`config.mk`:
```
export PLATFORM = sky130hd
export DESIGN_NAME = iref_dispatch_scheduler
export DESIGN_NICKNAME = d
export VERILOG_FILES = /design/src/rtl/iref_disp_pkg.sv /design/src/rtl/iref_slew_limiter.sv /design/src/rtl/iref_dispatch_scheduler.sv
export SDC_FILE = /design/constraint.sdc
export NUM_CORES = 1
export LEC_CHECK = 0
export ABC_AREA = 1
export ABC_CLOCK_PERIOD_IN_PS = 19350
export CAP_MARGIN = 20
export CORE_AREA = 2 2 202 204
export DETAILED_ROUTE_END_ITERATION = 6
export DIE_AREA = 0 0 204 206
export GPL_TIMING_DRIVEN = 0
export PLACE_DENSITY = 0.75
export SLEW_MARGIN = 10
export SYNTH_ARGS = -nofsm -noshare
export SYNTH_HDL_FRONTEND = slang
export SYNTH_HIERARCHICAL = 1
export SYNTH_SLANG_ARGS = --single-unit
```
`constraint.sdc`:
```
create_clock -name clk -period 19.35 [get_ports clk]
set_input_delay 1.935 -clock clk [delete_from_list [all_inputs] [get_ports clk]]
set_output_delay 1.935 -clock clk [all_outputs]
set_load 0.05 [all_outputs]
```
`src/rtl/iref_disp_pkg.sv`:
```
// Shared types and constants for the iref dispatch scheduler and its optional slew limiter.
package iref_disp_pkg;

  localparam int IREF_NUM_CH = 4;
  localparam int IREF_DATA_W = 32;
  localparam int CH_W        = $clog2(IREF_NUM_CH);

  localparam logic [IREF_DATA_W-1:0] IREF_ZERO = '0;

  typedef enum logic {
    IDLE,
    DISP
  } disp_state_e;

  // Extracts channel ch from a packed NUM_CH*DATA_W iref bus.
  function automatic logic [IREF_DATA_W-1:0] ch_slice(
    input logic [IREF_NUM_CH*IREF_DATA_W-1:0] bus,
    input logic [CH_W-1:0]                    ch
  );
    return bus[ch*IREF_DATA_W +: IREF_DATA_W];
  endfunction

endpackage

```
`src/rtl/iref_slew_limiter.sv`:
```
// Combinational per-dispatch slew clamp; only built when IREF_SLEW_LIMIT_EN is defined.
// out = last + clamp(target - last, -SLEW_MAX, +SLEW_MAX), difference taken one bit wider.
`ifdef IREF_SLEW_LIMIT_EN
module iref_slew_limiter #(
  parameter int DATA_W   = 32,
  parameter int SLEW_MAX = 1024
) (
  input  logic [DATA_W-1:0] target,
  input  logic [DATA_W-1:0] last,
  output logic [DATA_W-1:0] limited
);

  localparam logic signed [DATA_W:0] STEP_POS = (DATA_W+1)'(SLEW_MAX);
  localparam logic signed [DATA_W:0] STEP_NEG = -STEP_POS;

  logic signed [DATA_W:0] diff;
  logic signed [DATA_W:0] step;

  always_comb begin
    diff = $signed({target[DATA_W-1], target}) - $signed({last[DATA_W-1], last});
    step = diff;
    if (diff > STEP_POS) begin
      step = STEP_POS;
    end else if (diff < STEP_NEG) begin
      step = STEP_NEG;
    end
    // The result lies between last and target, so truncation never wraps.
    limited = DATA_W'($signed({last[DATA_W-1], last}) + step);
  end

endmodule
`endif

```
`src/rtl/iref_dispatch_scheduler.sv`:
```
// Stages/commits per-channel current references and dispatches them one channel per cycle on each tick.
// Define IREF_SLEW_LIMIT_EN to rate-limit each dispatched value against the channel's last output.
module iref_dispatch_scheduler
  import iref_disp_pkg::*;
#(
  parameter int NUM_CH        = IREF_NUM_CH,
  parameter int DATA_W        = IREF_DATA_W,
  parameter int WDT_W         = 16,
  parameter int TIMEOUT_TICKS = 100
`ifdef IREF_SLEW_LIMIT_EN
  , parameter int SLEW_MAX    = 1024
`endif
) (
  input  logic                     clk,
  input  logic                     reset,
  input  logic                     wr_en,
  input  logic [CH_W-1:0]          wr_chan,
  input  logic [DATA_W-1:0]        wr_data,
  input  logic                     commit,
  input  logic                     tick,
  input  logic                     fault_in,
  output logic [NUM_CH*DATA_W-1:0] iref_data,
  output logic [NUM_CH-1:0]        iref_valid,
  output logic                     fault_out,
  output logic                     timeout,
  output logic                     overrun,
  output logic                     busy
);

  localparam logic [WDT_W-1:0] TIMEOUT_CNT = WDT_W'(TIMEOUT_TICKS);
  localparam logic [CH_W-1:0]  LAST_IDX    = CH_W'(NUM_CH - 1);

  logic [DATA_W-1:0] staging_q   [NUM_CH];
  logic [DATA_W-1:0] staging_d   [NUM_CH];
  logic [DATA_W-1:0] committed_q [NUM_CH];
  logic [DATA_W-1:0] committed_d [NUM_CH];
  logic [DATA_W-1:0] shadow_q    [NUM_CH];
  logic [DATA_W-1:0] shadow_d    [NUM_CH];
  logic [DATA_W-1:0] held_q      [NUM_CH];
  logic [DATA_W-1:0] held_d      [NUM_CH];

  disp_state_e       state_q, state_d;
  logic [CH_W-1:0]   idx_q, idx_d;
  logic [WDT_W-1:0]  wdt_q, wdt_d;
  logic              overrun_q, overrun_d;
  logic              fault_out_q, fault_out_d;
  logic [DATA_W-1:0] target;
  logic [DATA_W-1:0] disp_val;

  assign target = shadow_q[idx_q];

`ifdef IREF_SLEW_LIMIT_EN
  // held_q doubles as the limiter's "last" value, so fault zeroing resets the ramp origin.
  iref_slew_limiter #(
    .DATA_W   (DATA_W),
    .SLEW_MAX (SLEW_MAX)
  ) u_slew (
    .target  (target),
    .last    (held_q[idx_q]),
    .limited (disp_val)
  );
`else
  assign disp_val = target;
`endif

  always_comb begin
    staging_d = staging_q;
    if (wr_en) begin
      staging_d[wr_chan] = wr_data;
    end
    committed_d = commit ? staging_d : committed_q;

    wdt_d = wdt_q;
    if (commit) begin
      wdt_d = '0;
    end else if (tick && (wdt_q != TIMEOUT_CNT)) begin
      wdt_d = wdt_q + 1'b1;
    end
    timeout = (wdt_q == TIMEOUT_CNT);

    state_d   = state_q;
    idx_d     = idx_q;
    shadow_d  = shadow_q;
    overrun_d = overrun_q;
    if (commit) begin
      overrun_d = 1'b0;
    end

    held_d     = held_q;
    iref_valid = '0;

    case (state_q)
      IDLE: begin
        if (tick) begin
          state_d  = DISP;
          idx_d    = '0;
          shadow_d = committed_q;
        end
      end
      DISP: begin
        // A tick landing during dispatch (including the final channel) is dropped and flagged.
        if (tick) begin
          overrun_d = 1'b1;
        end
        iref_valid[idx_q] = 1'b1;
        held_d[idx_q]     = (fault_in || timeout) ? IREF_ZERO : disp_val;
        if (idx_q == LAST_IDX) begin
          state_d = IDLE;
          idx_d   = '0;
        end else begin
          idx_d = idx_q + 1'b1;
        end
      end
      default: begin
        state_d = IDLE;
      end
    endcase

    fault_out_d = fault_in || timeout;

    for (int n = 0; n < NUM_CH; n++) begin
      iref_data[n*DATA_W +: DATA_W] = held_d[n];
    end
  end

  always_ff @(posedge clk or posedge reset) begin
    if (reset) begin
      for (int n = 0; n < NUM_CH; n++) begin
        staging_q[n]   <= IREF_ZERO;
        committed_q[n] <= IREF_ZERO;
        shadow_q[n]    <= IREF_ZERO;
        held_q[n]      <= IREF_ZERO;
      end
      state_q     <= IDLE;
      idx_q       <= '0;
      wdt_q       <= '0;
      overrun_q   <= 1'b0;
      fault_out_q <= 1'b0;
    end else begin
      staging_q   <= staging_d;
      committed_q <= committed_d;
      shadow_q    <= shadow_d;
      held_q      <= held_d;
      state_q     <= state_d;
      idx_q       <= idx_d;
      wdt_q       <= wdt_d;
      overrun_q   <= overrun_d;
      fault_out_q <= fault_out_d;
    end
  end

  assign fault_out = fault_out_q;
  assign overrun   = overrun_q;
  assign busy      = (state_q == DISP);

endmodule

```
=== Word level (Yosys, flattened, before mapping) ===
Index checks and enable logic that the tools add are counted.

* Bits in registers: 533
* Input bits: 40

* Add/sub/neg operators: 2
* Magnitude comparators: 6
* Equality and inequality tests: 4
* Muxes and demuxes: 26
* Bitwise operators: 3
* Reduce and logical (&&, ||, !) cells: 7

{| class="wikitable"
|+ Operator list
! operator !! number
|-
| $bwmux W128 || 2
|-
| $mux W128 || 2
|-
| $mux W32 || 5
|-
| $demux W32 S2 || 2
|-
| $bmux W32 S2 || 1
|-
| $mux W16 || 2
|-
| $add A16 B1 Y16 const B || 1
|-
| $eq A16 B7 Y1 const B || 1
|-
| $ne A16 B7 Y1 const B || 1
|-
| $ge A3 B3 Y1 const B || 2
|-
| $lt A3 B1 Y1 const B || 2
|-
| $mux W1 || 6
|-
| $not A2 Y3 || 2
|-
| $logic_and A1 B1 Y1 || 4
|-
| $mux W2 || 2
|-
| $mux W4 || 1
|-
| $pmux W2 S2 || 1
|-
| $lt A2 B3 Y1 const B || 1
|-
| $add A2 B1 Y2 const B || 1
|-
| $demux W1 S2 || 1
|-
| $eq A2 B2 Y1 const B || 1
|-
| $ge A2 B1 Y1 const B || 1
|-
| $ne A2 B2 Y1 const B || 1
|-
| $pmux W1 S2 || 1
|-
| 4 further kinds || 4
|}

=== Logic depth before layout (Yosys ltp) ===
Gate-level depths: netlist (run 1).

* Depth after elaboration: 7
* Mapped depth: 12
* Mapped depth without buffers: 11

=== Worst setup path before layout (run 1) ===
OpenSTA, ideal clock, no wires.

* Path kind: input -> output
* Start: input port fault_in
* End: output port iref_data[12]
* Data arrival time: 2861 ps
* Required time: 17415 ps
* Setup slack: 14554 ps
* Stages: 6
* Cell sequence: inv_1 > nand2_8 > buf_8 > nor2_2 > nand2_1 > nand2_1

* Longest elaborated chain between the ends: 4

{| class="wikitable"
|+ Ends and longest elaborated chain
! item !! RTL line !! source
|-
| from (decl) || iref_dispatch_scheduler.sv:21 || <nowiki>input logic fault_in,</nowiki>
|-
| $logic_or A1 B1 Y1 || - ||
|-
| net fault_out_d || iref_dispatch_scheduler.sv:46 || <nowiki>logic fault_out_q, fault_out_d;</nowiki>
|-
| $mux W32 || iref_dispatch_scheduler.sv:106 || <nowiki>held_d[idx_q] = (fault_in || timeout) ? IREF_ZERO : disp_val;</nowiki>
|-
| $bwmux W128 || iref_dispatch_scheduler.sv:106 ||
|-
| $mux W128 || iref_dispatch_scheduler.sv:92 || <nowiki>case (state_q)</nowiki>
|-
| to (decl) || iref_dispatch_scheduler.sv:22 || <nowiki>output logic [NUM_CH*DATA_W-1:0] iref_data,</nowiki>
|}

The timed path passes the listed nets, and every way through them passes these cells.

=== Worst setup path in the final report (run 1) ===
* Start: input port fault_in
* End: output port iref_data[114]

The elaborated chain is that of the path after synthesis.

==> flow_summary.json, run 1 <==
{
  "post-dp-hpwl_mm": 41.9,
  "die_h_um": 206,
  "worst_setup_path_end_kind": "output pin",
  "worst_pin_slew_ps": 751,
  "ir_worst_vdd_mv": 0.0792,
  "setup_viol": 0,
  "wl_per_cell_um": 18.5,
  "synthDistinctLibCells": 28,
  "core_um2": 40200,
  "portBuffers": 174,
  "synth_area_um2": 21600,
  "ys.flop_type": "dfrtp_1",
  "synth_most_common_cell": "nand2_1",
  "cts-root-buf": "clkbuf_16",
  "cts_buffers": 52,
  "maxSlewViolCount": 0,
  "synth_edf_count": 0,
  "synth_top_cell_area_share_pct": 61.8,
  "ys_top_cells_by_area": "dfrtp_1, nand2_1, o21ai_0",
  "rsz0062_at_grt": "no",
  "grt_use_total_pct": 28.9,
  "gp_congestion": 0.897,
  "final_cell_area_um2": 25900,
  "ant_nets": 0,
  "slew_headroom_pct": 50.0,
  "preCtsSetupSlack_ps": 13300,
  "status": "complete, no violations",
  "grt_pass1_vias": 17300,
  "syn2layout_area_growth_pct": 19.9,
  "grt_first_pass_wirelength_mm": 94.2,
  "rows": 74,
  "total_power_uw": 4520,
  "hold_path_class": "reg2reg",
  "ys_ff_latch": 533,
  "vias_per_cell": 5.38,
  "cts.clk_slew.worst_paths_ps": 60,
  "hold_violations": 0,
  "p_leak_uw": 0.0127,
  "die_w_um": 204,
  "fin_crit_ps": 6040,
  "placed_cell_area_um2": 24100,
  "overflow": 0,
  "post_cts_buffers": 0,
  "drive_above_1_share_pct": 7.04,
  "drt_iter0_markers": 1753,
  "crit_required_ps": 17410,
  "cts_resized": 0,
  "start_util_pct": 53.7,
  "maxCapViolations": 0,
  "setup_slack_ps": 13310,
  "drc": 0,
  "holdBufCountCts": 0,
  "syn_inst": 2425,
  "dieArea_um2": 42000,
  "clk_latency_ps": 600,
  "syn_nets": 2471,
  "max_freq_ghz": 0.166,
  "async_flop_share_pct": 100,
  "pin_count": 176,
  "arrival_ps": 4110,
  "dr.pass1.iters": 7,
  "finalNetCount": 2704,
  "cts_max_level": 2,
  "antenna_found_initial": 0,
  "yosys-top-cells-count": "nand2_1, dfrtp_1, o21ai_0",
  "fin_skew_ps": 18.8,
  "critPathLaunchType": "primary input",
  "grt_max_degree": 113,
  "syn_avg_cell_area_um2": 8.89,
  "seq_area_frac_synth_pct": 61.8,
  "synth_warnings": 6,
  "yosys.area.top_type": "dfrtp_1",
  "cts_max_path_buffers": 3,
  "finalSetupTns_ps": 0,
  "fin_util_pct": 64.4,
  "fill_cells": 3207,
  "vias": 17400,
  "crit_fanout": 10,
  "drt-total-wl_mm": 59.6,
  "p_per_area_nw_per_um2": 175,
  "critical_path_class": "in2out",
  "cts_tree": "done",
  "clock_sinks": 533,
  "fin_crit_sh_pct": 31.2
}
==> power by group <==
group	total (uW)	leakage (uW)	internal, uW	switching [uW]
clock	1040	0.000854	612	426
combinational	1930	0.00494	547	1390
sequential	1550	0.00688	1430	124
==> layout make-up <==
class                   instances  area, um^2  share of cell area (%)
clock inverters                14         209                   0.808
plain buffers                 131         622                    2.40
repair buffers                179        1880                    7.27
inverters                     223         845                    3.26
multi-input cells            1538        6770                    26.2
clock buffers                  79        1540                    5.93
diodes                          1        2.50                 0.00967
flip-flops and latches        533       13300                    51.6
well taps                     532         666                    2.57
==> worst max-delay path, stage by stage <==
cell and delay (ps):
clkdlybuf4s50_1 440, inv_1 160, nand2_8 100, buf_8 160
nor2_2 220, nand2_1 150, nand2_1 130, clkdlybuf4s50_1 800
==> state kept, by name, summed over array words and instances (netlist names) <==
| signal | count |
|---|---|
| committed_q | 128 |
| held_q | 128 |
| shadow_q | 128 |
| staging_q | 128 |
| wdt_q | 16 |
| idx_q | 2 |
| busy | 1 |
| fault_out | 1 |
| overrun | 1 |
==> placed cells by master (no fill, tap or decap), types with 5 or more instances in the layout <==
master and n:
nand3_1 17, buf_2 43, clkinv_2 7, nor2_1 121, ha_1 6, buf_16 5, bufinv_16 5, nand4_1 19
dfrtp_1 533, nor2_4 24, o21ai_1 231, nor2_2 12, clkbuf_16 54, inv_1 210, clkbuf_8 9, clkbuf_1 74
nand2_1 840, o21ai_0 257, inv_2 10, buf_1 19, clkdlybuf4s50_1 174
==> final timing paths <==
path                                           start                     end  slack [ps]  cells past startpoint
worst max-delay path                        fault_in          iref_data[114]       13310                      8
worst min-delay path            held_q[66]$_DFF_PP0_    held_q[66]$_DFF_PP0_         480                      2
worst max register to register  idx_q[0]$_DFFE_PP0P_    held_q[60]$_DFF_PP0_       16840                      9
worst min register to register  held_q[66]$_DFF_PP0_    held_q[66]$_DFF_PP0_         480                      2
max in group asynchronous                      reset  staging_q[9]$_DFF_PP0_       15540                      6
min in group asynchronous                      reset   wdt_q[11]$_DFFE_PP0P_        1680                      2
==> layer usage <==
layer | GRT usage, % | up-vias | part of all wire, %
met5 | 0 | - | 0
met4 | 8.26 | 0 | 2.1
met3 | 5.64 | 104 | 7.3
met2 | 46.8 | 680 | 47
met1 | 40.1 | 8535 | 43
li1 | - | 8064 | -
==> cell families (layout without fill, tap and decap cells) <==
family / Yosys count / after routing / synth area share, %
AO/OA/AOI/OAI: 489 / 489 / 11.4
XOR/XNOR: 2 / 2 / 0.0812
adder cells (fa/ha/maj): 6 / 6 / 0.348
buffers and inverters: 354 / 626 / 6.76
flip-flops: 533 / 533 / 61.8
other: 0 / 1 / 0
AND/OR/NAND/NOR: 1041 / 1041 / 19.6
==> stage by stage <==
stage	cells	hold slack (ps)
6_report	3230	478
5_1_grt	3229	500
4_1_cts	3229	477
3_5_place_dp	3136	462
3_3_place_gp	3131	457
2_1_floorplan	2425	448
Note: power is estimated with default switching activity, not from simulation.
==> inputs of run 2 (changes only) <==
--- a/config.mk
+++ b/config.mk
@@ -6,11 +6,11 @@
 export NUM_CORES = 1
 export LEC_CHECK = 0
 export ABC_AREA = 1
-export ABC_CLOCK_PERIOD_IN_PS = 19350
+export ABC_CLOCK_PERIOD_IN_PS = 5200
 export CAP_MARGIN = 20
-export CORE_AREA = 2 2 202 204
+export CORE_AREA = 2 2 207 209
 export DETAILED_ROUTE_END_ITERATION = 6
-export DIE_AREA = 0 0 204 206
+export DIE_AREA = 0 0 209 211
 export GPL_TIMING_DRIVEN = 0
 export PLACE_DENSITY = 0.75
 export SLEW_MARGIN = 10
==> constraint.sdc (replaced) <==
create_clock -name clk -period 5.2 [get_ports clk]
set_input_delay 0.52 -clock clk [delete_from_list [all_inputs] [get_ports clk]]
set_output_delay 0.52 -clock clk [all_outputs]
set_load 0.05 [all_outputs]
==> run 2 against run 1 <==
  * Combinational power grew to 3.7 times the previous value
  * Wire length is 1.8% higher
  * Count of clock-buffer cells in the layout fell by 6
  * Via count grew 0.77%
  * Global-route usage down 0.64 points
  * Clock power rose to 3.7 times the previous value
  * Largest cell class unchanged
==> flow_summary.json, run 2 (synthesis results as in run 1) <==
{
  "swShare_pct": 43.0,
  "holdBufCountCts": 0,
  "setup_slack_ps": 837,
  "drc": 0,
  "rr_startpoint": "idx_q[0]$_DFFE_PP0P_",
  "worst_pin_slew_ps": 718,
  "combPwrFrac_pct": 43.0,
  "antenna_found_initial": 1,
  "portBuffers": 174,
  "cts-root-buf": "clkbuf_16",
  "fin_crit_ps": 4360,
  "syn2layout_area_growth_pct": 20.5,
  "p_sw_uw": 7230,
  "vias": 17500,
  "critical_path_class": "reg2out",
  "critPathLaunchType": "flip-flop",
  "ir_worst_vdd_mv": 0.336,
  "overflow": 0,
  "total_power_uw": 16800,
  "p_leak_uw": 0.0127,
  "cts_resized": 0,
  "ant_nets": 0,
  "p_per_area_nw_per_um2": 647,
  "crit_fanout": 11,
  "drive_above_1_share_pct": 7.38,
  "maxSlewViolCount": 0,
  "r2r-end": "held_q[118]$_DFF_PP0_",
  "cts.clk_slew.worst_paths_ps": 60,
  "rsz0062_at_grt": "no",
  "p_clk_share_pct": 22.7,
  "r2r_cells": 9,
  "fin_skew_ps": 20.4,
  "drt-total-wl_mm": 60.7,
  "hold_path_class": "in2async",
  "finalNetCount": 2715,
  "fin_crit_sh_pct": 83.9,
  "post-dp-hpwl_mm": 43.0,
  "max_freq_ghz": 0.229,
  "grt_first_pass_wirelength_mm": 97.1,
  "die_h_um": 211,
  "final_common_cell": "nand2_1",
  "maxCapViolations": 0,
  "arrival_ps": 3840,
  "clk_latency_ps": 610,
  "final_cell_mix": "nand2_1, dfrtp_1, o21ai_0",
  "die_w_um": 209,
  "grt_pass1_vias": 17900,
  "crit_required_ps": 4680,
  "slew_headroom_pct": 52.1,
  "post_cts_buffers": 0,
  "status": "complete, no violations",
  "vias_per_cell": 5.41,
  "rows": 75,
  "setup_viol": 0,
  "worst_setup_path_end_kind": "output pin",
  "placed_cell_area_um2": 24300,
  "final_cell_area_um2": 26000,
  "dr.pass1.iters": 5,
  "cts_max_level": 2,
  "cts_buffers": 53,
  "clock_sinks": 533,
  "start_util_pct": 51.6,
  "dieArea_um2": 44100,
  "drt_iter0_markers": 1797,
  "pin_count": 176,
  "cts_max_path_buffers": 3,
  "core_um2": 41800,
  "crit_start": "idx_q[0]$_DFFE_PP0P_",
  "wl_per_cell_um": 18.8,
  "cts_tree": "done",
  "rrSetupSlack_ps": 2700,
  "gp_congestion": 0.879,
  "grt_use_total_pct": 28.3,
  "hold_violations": 0,
  "p_int_uw": 9590,
  "grt_max_degree": 41,
  "p_seq_share_pct": 34.4,
  "preCtsSetupSlack_ps": 1470
}
[run 2: changes by cell type in the layout (fill, tap and decap cells not counted)]
cell | previous run | this run
buf_12 | 2 | 17
buf_16 | 5 | 0
bufinv_16 | 5 | 4
clkbuf_1 | 74 | 66
clkbuf_8 | 9 | 11
clkinv_2 | 7 | 4
clkinvlp_4 | 1 | 3
inv_8 | 1 | 0
[run 2: worst max-delay path, cell delays in order, from the launching register on]
cell             delay (ps)
dfrtp_1                 480
inv_2                    90
buf_2                   250
buf_2                   320
ha_1                    190
nand2_1                 150
inv_1                   220
buf_1                   490
nand2_1                 110
nand2_1                 110
clkdlybuf4s50_1         840
[run 2: power by group through the flow]
stage | Sequential (uW) | Clock [uW] | Combinational, uW
2_1_floorplan | 5740 | 0 | 4730
3_3_place_gp | 5810 | 0 | 6980
3_5_place_dp | 5830 | 0 | 7140
4_1_cts | 5770 | 3840 | 7200
5_1_grt | 5890 | 4000 | 7760
6_report | 5780 | 3810 | 7230
[run 2: worst max path at each step]
| stage | endpoint | depth (start not counted) |
|---|---|---|
| 2_1_floorplan | busy$_DFF_PP0_ | 1 |
| 3_3_place_gp | staging_q[70]$_DFF_PP0_ | 2 |
| 3_5_place_dp | iref_data[30] | 10 |
| 4_1_cts | iref_data[6] | 10 |
| 5_1_grt | iref_data[95] | 10 |
| 6_report | iref_data[95] | 10 |
[run 2: routing by layer]
metal | vias to the layer above | global-route usage [%] | share of wire [%]
met5 | - | 0 | 0.021
met4 | 2 | 9.29 | 2.9
met3 | 127 | 4.91 | 7.3
met2 | 718 | 45.9 | 47
met1 | 8588 | 39.1 | 43
li1 | 8081 | - | -
[run 2: per-stage QoR]
step           util (%)  cells  TNS [ps]  hold slack [ps]
2_1_floorplan         -   2425  -1367710              448
3_3_place_gp       57.4   3138  -2917220              458
3_5_place_dp       58.2   3153         0              462
4_1_cts            62.2   3237         0              319
5_1_grt            62.2   3237         0              356
6_report           62.3   3238         0              323
[run 2: cell type report]
class,instances,area (um^2)
timing repair buffer,189,2040
tap,539,674
clock buffer,73,1530
buffer,131,622
antenna,1,2.50
inverter,223,841
multi-input combinational,1538,6770
fill,3411,15800
sequential,533,13300
clock inverter,11,171
==> inputs of run 3 (changes only) <==
--- a/config.mk
+++ b/config.mk
@@ -6,7 +6,7 @@
 export NUM_CORES = 1
 export LEC_CHECK = 0
 export ABC_AREA = 1
-export ABC_CLOCK_PERIOD_IN_PS = 5200
+export ABC_CLOCK_PERIOD_IN_PS = 3700
 export CAP_MARGIN = 20
 export CORE_AREA = 2 2 207 209
 export DETAILED_ROUTE_END_ITERATION = 6
==> constraint.sdc (replaced) <==
create_clock -name clk -period 3.7 [get_ports clk]
set_input_delay 0.37 -clock clk [delete_from_list [all_inputs] [get_ports clk]]
set_output_delay 0.37 -clock clk [all_outputs]
set_load 0.05 [all_outputs]
==> run 3 against run 2 <==
  * First-iteration DRC count grew 2.9%
  * Critical path type unchanged
  * Final area shrank 0.93%
  * Critical endpoint is now iref_data[55]
  * Via count is essentially flat
==> flow_summary.json, run 3 (synthesis results as in run 1) <==
{
  "final_cell_area_um2": 25800,
  "rows": 75,
  "grt_pass1_vias": 17800,
  "core_um2": 41800,
  "fin_skew_ps": 18.6,
  "ant_nets": 0,
  "maxSlewViolCount": 0,
  "cts_max_level": 2,
  "grt_first_pass_wirelength_mm": 97.2,
  "maxCapViolations": 0,
  "max_freq_ghz": 0.277,
  "crit_fanout": 10,
  "grt_max_degree": 41,
  "dieArea_um2": 44100,
  "status": "complete, no violations",
  "critical_path_class": "reg2out",
  "crit_chain": "inv_2, buf_2, buf_2, nor2_1, o21ai_0, inv_1, nor2_4, nand2_1, nand2_1, dlygate4sd2_1",
  "hold_path_class": "in2async",
  "fin_crit_sh_pct": 97.7,
  "rsz0062_at_grt": "no",
  "overflow": 0,
  "setup_viol": 0,
  "vias": 17500,
  "fin_crit_ps": 3610,
  "vias_per_cell": 5.41,
  "placed_cell_area_um2": 24300,
  "syn2layout_area_growth_pct": 19.4,
  "clk_latency_ps": 600,
  "gp_congestion": 0.879,
  "p_per_area_nw_per_um2": 898,
  "final_cell_mix": "nand2_1, dfrtp_1, o21ai_0",
  "drive_above_1_share_pct": 10.7,
  "cts_buffers": 53,
  "final_common_cell": "nand2_1",
  "preCtsSetupSlack_ps": 124,
  "worst_setup_path_end_kind": "output pin",
  "slew_headroom_pct": 50.7,
  "die_h_um": 211,
  "cts-root-buf": "clkbuf_16",
  "antenna_found_initial": 1,
  "ir_worst_vdd_mv": 0.458,
  "grt_use_total_pct": 28.3,
  "setup_slack_ps": 85.5,
  "portBuffers": 174,
  "hold_violations": 0,
  "slowest_stage": "dlygate4sd2_1",
  "drc": 0,
  "start_util_pct": 51.6,
  "post_cts_buffers": 0,
  "critPathMaxStageDelay_ps": 550,
  "pin_count": 176,
  "dr.pass1.iters": 5,
  "drt_iter0_markers": 1850,
  "cts_max_path_buffers": 3,
  "wl_per_cell_um": 18.8,
  "clock_sinks": 533,
  "worst_pin_slew_ps": 739,
  "holdBufCountCts": 0,
  "post-dp-hpwl_mm": 43.0,
  "drt-total-wl_mm": 60.7,
  "arrival_ps": 3240,
  "p_leak_uw": 0.0132,
  "cts_tree": "done",
  "crit_required_ps": 3330,
  "total_power_uw": 23100,
  "finalNetCount": 2715,
  "die_w_um": 209,
  "critPathLaunchType": "flip-flop",
  "cts.clk_slew.worst_paths_ps": 60
}
## run 3: critical path: cells and delay by family (launching register included)
family | cells | cell delay [ps]
and+or+nand+nor | 4 | 410
DFF | 1 | 470
AOI/OAI and AO/OA | 1 | 420
buffers and inverters | 5 | 1340
## run 3: final timing paths
kind / from / endpoint / slack, ps / depth (start not counted)
setup / recovery: idx_q[0]$_DFFE_PP0P_ / iref_data[55] / 90 / 10
hold / removal: reset / wdt_q[14]$_DFFE_PP0P_ / 170 / 2
setup reg to reg: idx_q[0]$_DFFE_PP0P_ / held_q[6]$_DFF_PP0_ / 1410 / 9
hold reg to reg: held_q[95]$_DFF_PP0_ / held_q[95]$_DFF_PP0_ / 470 / 2
max in group asynchronous: reset / held_q[9]$_DFF_PP0_ / 2180 / 6
min in group clk: commit / committed_q[37]$_DFFE_PP0P_ / 260 / 2
## run 3: layout make-up
| class | count | area [um^2] |
|---|---|---|
| plain buffers | 131 | 649 |
| multi-input cells | 1538 | 6770 |
| flip-flops and latches | 533 | 13300 |
| clock inverters | 11 | 171 |
| inverters | 223 | 841 |
| repair buffers | 189 | 1770 |
| diodes | 1 | 2.50 |
| fillers | 3459 | 16000 |
| well taps | 539 | 674 |
| clock buffers | 73 | 1530 |
## run 3: repair_timing
item / 4_1_cts / 5_1_grt
endpoints found under the setup margin: 121 / 86
gates resized for setup: 175 / 131
pin swaps: 0 / 0
gates cloned: 0 / 0
## run 3: stage by stage
step	TNS, ps	utilization (%)	std cells	hold WS, ps
6_report	0	61.7	3238	173
5_1_grt	0	61.7	3237	206
4_1_cts	0	62.0	3237	169
3_5_place_dp	0	58.2	3153	462
3_3_place_gp	-3636770	57.4	3138	458
2_1_floorplan	-2087260	-	2425	448
## run 3: layer usage
layer  track usage (%)  share of wire (%)  vias up
met2              45.9                 47      691
met4              9.24                2.9        2
met5                 0              0.021        -
met1              39.1                 43     8602
li1                  -                  -     8083
met3              4.91                7.2      127
## run 3: where the power goes
part	total [uW]	switching, uW	leakage [uW]	internal, uW
logic	9640	7280	0.00546	2360
clock network	5360	2220	0.000833	3140
registers	8120	657	0.00688	7460
total	23100	10200	0.0132	13000
